**config.mk**
```make
export PLATFORM = sky130hd
export DESIGN_NAME = regfile_wr_arbiter
export DESIGN_NICKNAME = d
export VERILOG_FILES = /design/src/rtl/regfile_wr_arbiter_pkg.sv /design/src/rtl/regfile_wr_arbiter_wr_hold_buf.sv /design/src/rtl/regfile_wr_arbiter.sv
export SDC_FILE = /design/constraint.sdc
export NUM_CORES = 1
export LEC_CHECK = 0
export ABC_AREA = 1
export BUFFER_PORTS_ARGS = -buffer_cell sky130_fd_sc_hd__clkbuf_2
export CORE_AREA = 5 5 75 77
export DETAILED_ROUTE_END_ITERATION = 10
export DIE_AREA = 0 0 80 82
export PLACE_DENSITY = 0.86
export SYNTH_ARGS = -nofsm -noshare
export SYNTH_HDL_FRONTEND = slang
export SYNTH_SLANG_ARGS = --single-unit
```
**constraint.sdc**
```tcl
create_clock -name clk -period 3.2 [get_ports clk]
set_clock_uncertainty 0.2 [all_clocks]
set_input_delay 0.32 -clock clk [delete_from_list [all_inputs] [get_ports clk]]
set_output_delay 0.32 -clock clk [all_outputs]
set_load 0.005 [all_outputs]
```
**src/rtl/regfile_wr_arbiter_pkg.sv**
```systemverilog
// Shared types and constants for the register-file write-port arbiter.
package regfile_wr_arbiter_pkg;

   localparam int DATA_W_DEF = 16;
   localparam int ADDR_W_DEF = 4;

   // INIT sweeps every register to zero; RUN serves the two requesters.
   typedef enum logic {
      ST_INIT = 1'b0,
      ST_RUN  = 1'b1
   } state_t;

   // Requester ids, also used as the encoding of the age flag and rr pointer.
   localparam logic REQ_A = 1'b0;
   localparam logic REQ_B = 1'b1;

   // Register-file write port bundle at the default widths.
   typedef struct packed {
      logic                  en;
      logic [ADDR_W_DEF-1:0] idx;
      logic [DATA_W_DEF-1:0] data;
   } wr_port_t;

endpackage

```
**src/rtl/regfile_wr_arbiter_wr_hold_buf.sv**
```systemverilog
// One-entry holding buffer for a single writeback requester.
// A load and a drain on the same edge keep the buffer full with the new entry.
module wr_hold_buf #(
   parameter int DATA_W = 16,
   parameter int ADDR_W = 4
) (
   input  logic              clk,
   input  logic              rst,
   input  logic              i_load,
   input  logic              i_drain,
   input  logic [ADDR_W-1:0] i_reg,
   input  logic [DATA_W-1:0] i_data,
   output logic              o_full,
   output logic [ADDR_W-1:0] o_reg,
   output logic [DATA_W-1:0] o_data
);

   logic              r_full;
   logic [ADDR_W-1:0] r_reg;
   logic [DATA_W-1:0] r_data;

   // Capture a new entry on load, otherwise empty the slot when drained.
   always_ff @(posedge clk or posedge rst) begin
      if (rst) begin
         r_full <= 1'b0;
         r_reg  <= '0;
         r_data <= '0;
      end else begin
         if (i_load) begin
            r_full <= 1'b1;
            r_reg  <= i_reg;
            r_data <= i_data;
         end else if (i_drain) begin
            r_full <= 1'b0;
         end
      end
   end

   assign o_full = r_full;
   assign o_reg  = r_reg;
   assign o_data = r_data;

endmodule

```
**src/rtl/regfile_wr_arbiter.sv**
```systemverilog
// Register-file write-port arbiter: zero-initialises every register after
// reset, then shares the single write port between requester A (execute)
// and requester B (load) with round-robin fairness and same-register order.
//
// Handshake: a transfer happens on x_valid & x_ready at a rising clk edge;
// the requester holds valid/reg/data stable until it sees ready, and ready
// never depends on valid (x_ready = RUN & (buffer empty | buffer granted)).
module regfile_wr_arbiter
   import regfile_wr_arbiter_pkg::*;
#(
   parameter int DATA_W   = DATA_W_DEF,
   parameter int ADDR_W   = ADDR_W_DEF,
   parameter int ZERO_REG = 1
) (
   input  logic              clk,
   input  logic              rst,
   input  logic              a_valid,
   output logic              a_ready,
   input  logic [ADDR_W-1:0] a_reg,
   input  logic [DATA_W-1:0] a_data,
   input  logic              b_valid,
   output logic              b_ready,
   input  logic [ADDR_W-1:0] b_reg,
   input  logic [DATA_W-1:0] b_data,
   output logic              wr_en,
   output logic [ADDR_W-1:0] wr_reg,
   output logic [DATA_W-1:0] wr_data,
   output logic              init_done
);

   localparam int                NREG     = 2 ** ADDR_W;
   localparam logic [ADDR_W-1:0] LAST_REG = ADDR_W'(NREG - 1);

   state_t            r_state;
   logic [ADDR_W-1:0] r_init_cnt;
   logic              r_init_done;
   logic              r_age;   // side holding the older entry
   logic              r_rr;    // side favoured on the next contended grant

   logic              w_run;
   logic              w_a_full, w_b_full;
   logic [ADDR_W-1:0] w_a_reg, w_b_reg;
   logic [DATA_W-1:0] w_a_data, w_b_data;
   logic              w_both, w_same;
   logic              w_pick;
   logic              w_grant_a, w_grant_b;
   logic              w_load_a, w_load_b;
   logic              w_zero_a, w_zero_b;

   assign w_run = (r_state == ST_RUN);

   wr_hold_buf #(.DATA_W(DATA_W), .ADDR_W(ADDR_W)) u_buf_a (
      .clk     (clk),
      .rst     (rst),
      .i_load  (w_load_a),
      .i_drain (w_grant_a),
      .i_reg   (a_reg),
      .i_data  (a_data),
      .o_full  (w_a_full),
      .o_reg   (w_a_reg),
      .o_data  (w_a_data)
   );

   wr_hold_buf #(.DATA_W(DATA_W), .ADDR_W(ADDR_W)) u_buf_b (
      .clk     (clk),
      .rst     (rst),
      .i_load  (w_load_b),
      .i_drain (w_grant_b),
      .i_reg   (b_reg),
      .i_data  (b_data),
      .o_full  (w_b_full),
      .o_reg   (w_b_reg),
      .o_data  (w_b_data)
   );

   assign w_both = w_a_full & w_b_full;
   assign w_same = (w_a_reg == w_b_reg);

   // Choose a side among full buffers: age wins on a register clash, else rr.
   always_comb begin
      w_pick = REQ_A;
      if (w_both) begin
         w_pick = w_same ? r_age : r_rr;
      end else if (w_b_full) begin
         w_pick = REQ_B;
      end
   end

   assign w_grant_a = w_run & w_a_full & (w_pick == REQ_A);
   assign w_grant_b = w_run & w_b_full & (w_pick == REQ_B);

   assign a_ready  = w_run & (~w_a_full | w_grant_a);
   assign b_ready  = w_run & (~w_b_full | w_grant_b);
   assign w_load_a = a_valid & a_ready;
   assign w_load_b = b_valid & b_ready;

   // Writes to a hardwired-zero register 0 are consumed without a port write.
   assign w_zero_a = (ZERO_REG != 0) && (w_a_reg == '0);
   assign w_zero_b = (ZERO_REG != 0) && (w_b_reg == '0);

   // Drive the write port from the init sweep or from the granted buffer.
   always_comb begin
      wr_en   = 1'b0;
      wr_reg  = '0;
      wr_data = '0;
      if (r_state == ST_INIT) begin
         wr_en  = 1'b1;
         wr_reg = r_init_cnt;
      end else if (w_grant_a) begin
         wr_en   = ~w_zero_a;
         wr_reg  = w_a_reg;
         wr_data = w_a_data;
      end else if (w_grant_b) begin
         wr_en   = ~w_zero_b;
         wr_reg  = w_b_reg;
         wr_data = w_b_data;
      end
   end

   // Init sweep FSM: count through every register once, then serve requests.
   always_ff @(posedge clk or posedge rst) begin
      if (rst) begin
         r_state     <= ST_INIT;
         r_init_cnt  <= '0;
         r_init_done <= 1'b0;
      end else begin
         case (r_state)
            ST_INIT: begin
               r_init_cnt <= r_init_cnt + 1'b1;
               if (r_init_cnt == LAST_REG) begin
                  r_state     <= ST_RUN;
                  r_init_done <= 1'b1;
               end
            end
            default: begin
               r_state <= ST_RUN;
            end
         endcase
      end
   end

   // Track which buffer is older and rotate the pointer after contended grants.
   always_ff @(posedge clk or posedge rst) begin
      if (rst) begin
         r_age <= REQ_A;
         r_rr  <= REQ_A;
      end else begin
         if (w_load_a & w_load_b) begin
            r_age <= REQ_A;
         end else if (w_load_a & w_b_full & ~w_grant_b) begin
            r_age <= REQ_B;
         end else if (w_load_b & w_a_full & ~w_grant_a) begin
            r_age <= REQ_A;
         end
         if (w_both & (w_grant_a | w_grant_b)) begin
            r_rr <= w_grant_a ? REQ_B : REQ_A;
         end
      end
   end

   assign init_done = r_init_done;

endmodule

```
; ---- Word level (Yosys, flattened, before mapping)
; Index checks and enable logic that the tools add are counted.
[classes]
add_sub_neg = 1
reduce_logical = 6
mux = 22
bitwise_logic = 26
n_eq_ne = 2
[op_table]
columns = op, n
row1 = $mux 16, 3
row2 = $mux 1, 16
row3 = $and 1x1->1, 15
row4 = $mux 4, 3
row5 = $logic_not 4->1, 2
row6 = $not 1->1, 8
row7 = $add 4x1->4 const B, 1
row8 = $eq 4x4->1, 1
row9 = $eq 4x4->1 const B, 1
row10 = $reduce_bool 2->1, 2
row11 = $or 1x1->1, 3
row12 = $reduce_bool 3->1, 1
row13 = $reduce_and 2->1, 1
[totals]
wordCells = 68
ff_bits = 50
output_inout_bits = 24

; ---- Logic depth before layout (Yosys ltp)
[logic_depth]
ltp_word = 12
mapped_depth = 14
depth_no_buf = 14

; ---- By module
; Synthesis repeated with hierarchy kept, for this count alone.
[unflattened]
cells_unflattened = 292
area_unflattened_um2 = 2822.7
[by_module_without_submodules]
columns = mod, cells_each, instances, seq_area_each_um2, area_per_inst_um2
row1 = wr_hold_buf, 90, 2, 525.5, 1012.2
row2 = regfile_wr_arbiter, 112, 1, 200.2, 798.3

; ---- Worst setup path before layout
; OpenSTA, ideal clock, no wires.
[synth_path]
kind = reg2out
startpoint = reg u_buf_a.r_reg[0], in the netlist u_buf_a.o_reg[0]
endpoint = out wr_data[10]
n_path_buf = 1
required_ns = 2.680
setup_slack_ns = 1.290
path_stages_with_launch = 14
arrival_time_ns = 1.390
cell_sequence = dfrtp_1 > inv_1 > nand2_1 > nand2_1 > nor2_1 > nand2_1 > nand2_1 > nand2_1 > nand2_2 > nand3_2 > inv_2 > buf_4 > nand2_1 > o21ai_1
[synth_via]
elab_chain_cells = 7
word_cells_on_any_way = 9
[synth_rtl]
columns = element, line_no
row1 = "start, declared", regfile_wr_arbiter_wr_hold_buf.sv:19  ; logic [ADDR_W-1:0] r_reg;
row2 = "start signal, assigned", regfile_wr_arbiter_wr_hold_buf.sv:31  ; r_reg <= i_reg;
row3 = $eq 4x4->1 *, regfile_wr_arbiter.sv:77  ; assign w_same = (w_a_reg == w_b_reg);
row4 = $mux 1 *, regfile_wr_arbiter.sv:83  ; w_pick = w_same ? r_age : r_rr;
row5 = $mux 1 *, regfile_wr_arbiter.sv:82  ; if (w_both) begin
row6 = $and 1x1->1 / $not 1->1 (equally long branches), "regfile_wr_arbiter.sv:90, regfile_wr_arbiter.sv:89"
row7 = $mux 16 / $and 1x1->1 (equally long branches), "regfile_wr_arbiter.sv:113, regfile_wr_arbiter.sv:89"
row8 = $mux 16 *, regfile_wr_arbiter.sv:109  ; end else if (w_grant_a) begin
row9 = $mux 16 *, regfile_wr_arbiter.sv:106  ; if (r_state == ST_INIT) begin
row10 = "end, declared", regfile_wr_arbiter.sv:27  ; output logic [DATA_W-1:0] wr_data,
; Mark *: on every way between the ends. The rest lies on a longest branch, timed or not.

; ---- Worst setup path in the final report
[layout_path]
startpoint = reg u_buf_a.r_reg[3], in the netlist u_buf_a.o_reg[3]
endpoint = out wr_reg[2]
[layout_via]
elab_chain_cells = 7
word_cells_on_any_way = 9
[layout_rtl]
columns = element, line_no
row1 = $eq 4x4->1 *, regfile_wr_arbiter.sv:77
row2 = $mux 1 *, regfile_wr_arbiter.sv:83
row3 = $mux 1 *, regfile_wr_arbiter.sv:82
row4 = $and 1x1->1 / $not 1->1 (equally long branches), "regfile_wr_arbiter.sv:90, regfile_wr_arbiter.sv:89"
row5 = $mux 4 / $and 1x1->1 (equally long branches), "regfile_wr_arbiter.sv:113, regfile_wr_arbiter.sv:89"
row6 = $mux 4 *, regfile_wr_arbiter.sv:109
row7 = $mux 4 *, regfile_wr_arbiter.sv:106
row8 = "end, declared", regfile_wr_arbiter.sv:26  ; output logic [ADDR_W-1:0] wr_reg,
; Marked as above.

==> flow_metrics.env <==
export IMPL_drt_first_pass_iters=4
export IMPL_period_share=0.831
export IMPL_die_height_microns=82
export IMPL_die_w_microns=80
export IMPL_cp_arrival_ns=2.14
export IMPL_drive_gt1_frac=0.235
export IMPL_worst_pin_slew_ns=1.02
export IMPL_route_detailed_drc=0
export IMPL_finalSetupViolations=0
export IMPL_hold_ws_ns=0.0274
export IMPL_via_per_inst=4.92
export IMPL_synth_area_leader_cell="dfrtp_1"
export IMPL_p_leak_nw=1.54
export IMPL_cts_hold_buf=0
export IMPL_syn_to_final_growth_pct=18.3
export IMPL_grt_max_degree=51
export IMPL_drt_iter0_drc=99
export IMPL_dp_hpwl_mm=3.97
export IMPL_fin_setup_tns_ns=0
export IMPL_detail_route_wl_per_cell_microns=12.7
export IMPL_criticalPathCategory="flop to output port"
export IMPL_vias=2101
export IMPL_slew_viol_final=0
export IMPL_clk_latency_ns=0.30
export IMPL_synth_seq_area_share=0.527
export IMPL_nets=402
export IMPL_slowest_delay_ns=0.41
export IMPL_cts_max_path_buffers=2
export IMPL_cts_setup_buffers=0
export IMPL_max_slew_margin=0.319
export IMPL_synth_distinct_cells=22
export IMPL_powerDensity_nw_per_um2=1050
export IMPL_n_antenna_cell=0
export IMPL_drt_total_wl_mm=5.44
export IMPL_grt_pass1_wl_mm=9.52
export IMPL_synth_nets=340
export IMPL_dieArea_sq_um=6560
export IMPL_portBuffers=67
export IMPL_worst_setup_path_end_kind="output port"
export IMPL_place_congestion=0.910
export IMPL_final_common_cell="nand2_1"
export IMPL_worst_path_max_fanout=18
export IMPL_hp_class="input pin to flop"
export IMPL_yosys_warnings=0
export IMPL_min_period_ns=2.66
export IMPL_grt_overflow_total=0
export IMPL_core_area_sq_um=4940
export IMPL_ir_drop_mv=0.564
export IMPL_cts_resized=0
export IMPL_ys_seq_elements=50
export IMPL_cts_clk_slew_worst_paths_ns=0.09
export IMPL_synth_top_area_frac=0.527
export IMPL_fillers=481
export IMPL_grtUsageTotal=0.187
export IMPL_cap_violations=0
export IMPL_start_util=0.480
export IMPL_cts_root_buf="clkbuf_8"
export IMPL_grt_pass1_vias=2165
export IMPL_hold_viol_final=0
export IMPL_cts_buffers=5
export IMPL_cts_tree="yes"
export IMPL_slowest_stage="dfrtp_1"
export IMPL_antenna_found_initial=0
export IMPL_drtAntennaViolNets=0
export IMPL_clock_fmax_mhz=376
export IMPL_synthCells=295
export IMPL_rows=26
export IMPL_avgSynthCellArea_sq_um=8.05
export IMPL_rsz0062_at_grt="false"
export IMPL_io_pins=68
export IMPL_outcome="complete, no violations"
export IMPL_final_cell_mix="nand2_1 (111), clkbuf_2 (67), dfrtp_1 (50)"
export IMPL_synth_area_leaders="dfrtp_1 (53%), nand2_1 (18%), o21ai_1 (8.4%)"
export IMPL_crit_chain="inv_1 > nand2_1 > nand2_1 > nor2_1 > nand3_1 > nand2_1 > nand2_2 > nand2_2 > nand2_1 > buf_4 > o221ai_1 > clkbuf_2"
export IMPL_crit_top_cell="nand2_1"
export IMPL_cp_required_ns=2.68
export IMPL_numClockSinks=50
export IMPL_synth_cell_area_sq_um=2370
export IMPL_htreeDepth=2
export IMPL_crit_path_start_kind="flop"
-- path summary, 6_finish.rpt --
kind / start / to / slack (ns) / cells past startpoint
setup / recovery: u_buf_a.o_reg[3] / wr_reg[2] / 0.54 / 12
hold / removal: b_data[4] / u_buf_b.o_data[4] / 0.03 / 3
setup reg to reg: u_buf_a.o_reg[3] / u_buf_a.o_data[11] / 0.98 / 13
hold reg to reg: u_buf_a.o_data[13] / u_buf_a.o_data[13] / 0.28 / 2
max in group asynchronous: rst / u_buf_b.o_data[9] / 2.13 / 2
min in group asynchronous: rst / u_buf_b.o_data[7] / 0.04 / 2
-- cell usage after synthesis, drive strengths merged --
cell type and instances:
ha 1, buf 11, nand4 2, nor4 2, xnor2 2, o21bai 1
a21oi 1, o221ai 5, dfrtp 50, o21ai 40, inv 34, nand3 24
clkbuf 4, xor2 1, nor2 3, nand2 114
-- stage by stage --
step                power [mW]  setup WS [ns]  instance area [sq um]  cells   util
floorplan                 2.11           1.29                   2370    295      -
global placement          2.58          0.916                   2730    420  0.552
detailed placement        2.63          0.869                   2730    420  0.552
CTS                       2.98          0.526                   2810    427  0.568
global route              3.25          0.268                   2810    427  0.568
finish                    2.95          0.541                   2810    427  0.568
-- cell families (layout without fill, tap and decap cells) --
family,Yosys count,in the layout,synth area share
AND/OR/NAND/NOR,145,145,0.252
flip-flops,50,50,0.527
buffers and inverters,49,111,0.0917
AO/OA/AOI/OAI,47,47,0.113
XOR/XNOR,3,3,0.0111
adder cells (fa/ha/maj),1,1,0.00527
-- worst max-delay path, delay by kind of cell, from the launching register on --
family          cells  cell delay (ns)
flops               1             0.41
simple gates        8             0.73
compound gates      1             0.21
buf+inv             3             0.48
-- layout make-up --
class / count / area [sq um] / area share
clock buffers: 6 / 72.6 / 0.0258
clock inverters: 1 / 7.51 / 0.00267
inverters: 34 / 128 / 0.0454
multi-input cells: 196 / 906 / 0.322
flip-flops and latches: 50 / 1250 / 0.445
well taps: 70 / 87.6 / 0.0312
repair buffers: 70 / 358 / 0.127
-- power breakdown --
part	switching [mW]	leakage, nW	total (mW)	internal, mW
combinational	0.952	0.892	1.54	0.585
sequential	0.156	0.611	1.06	0.904
clock	0.199	0.0373	0.349	0.150
total	1.31	1.54	2.95	1.64
-- layer usage --
metal,up-vias,track usage,part of all wire
li1,1056,-,-
met2,57,0.320,0.47
met5,-,0,0
met1,984,0.234,0.45
met3,4,0.0471,0.065
met4,0,0.0557,0.0081
(Power assumes the default switching activity.)
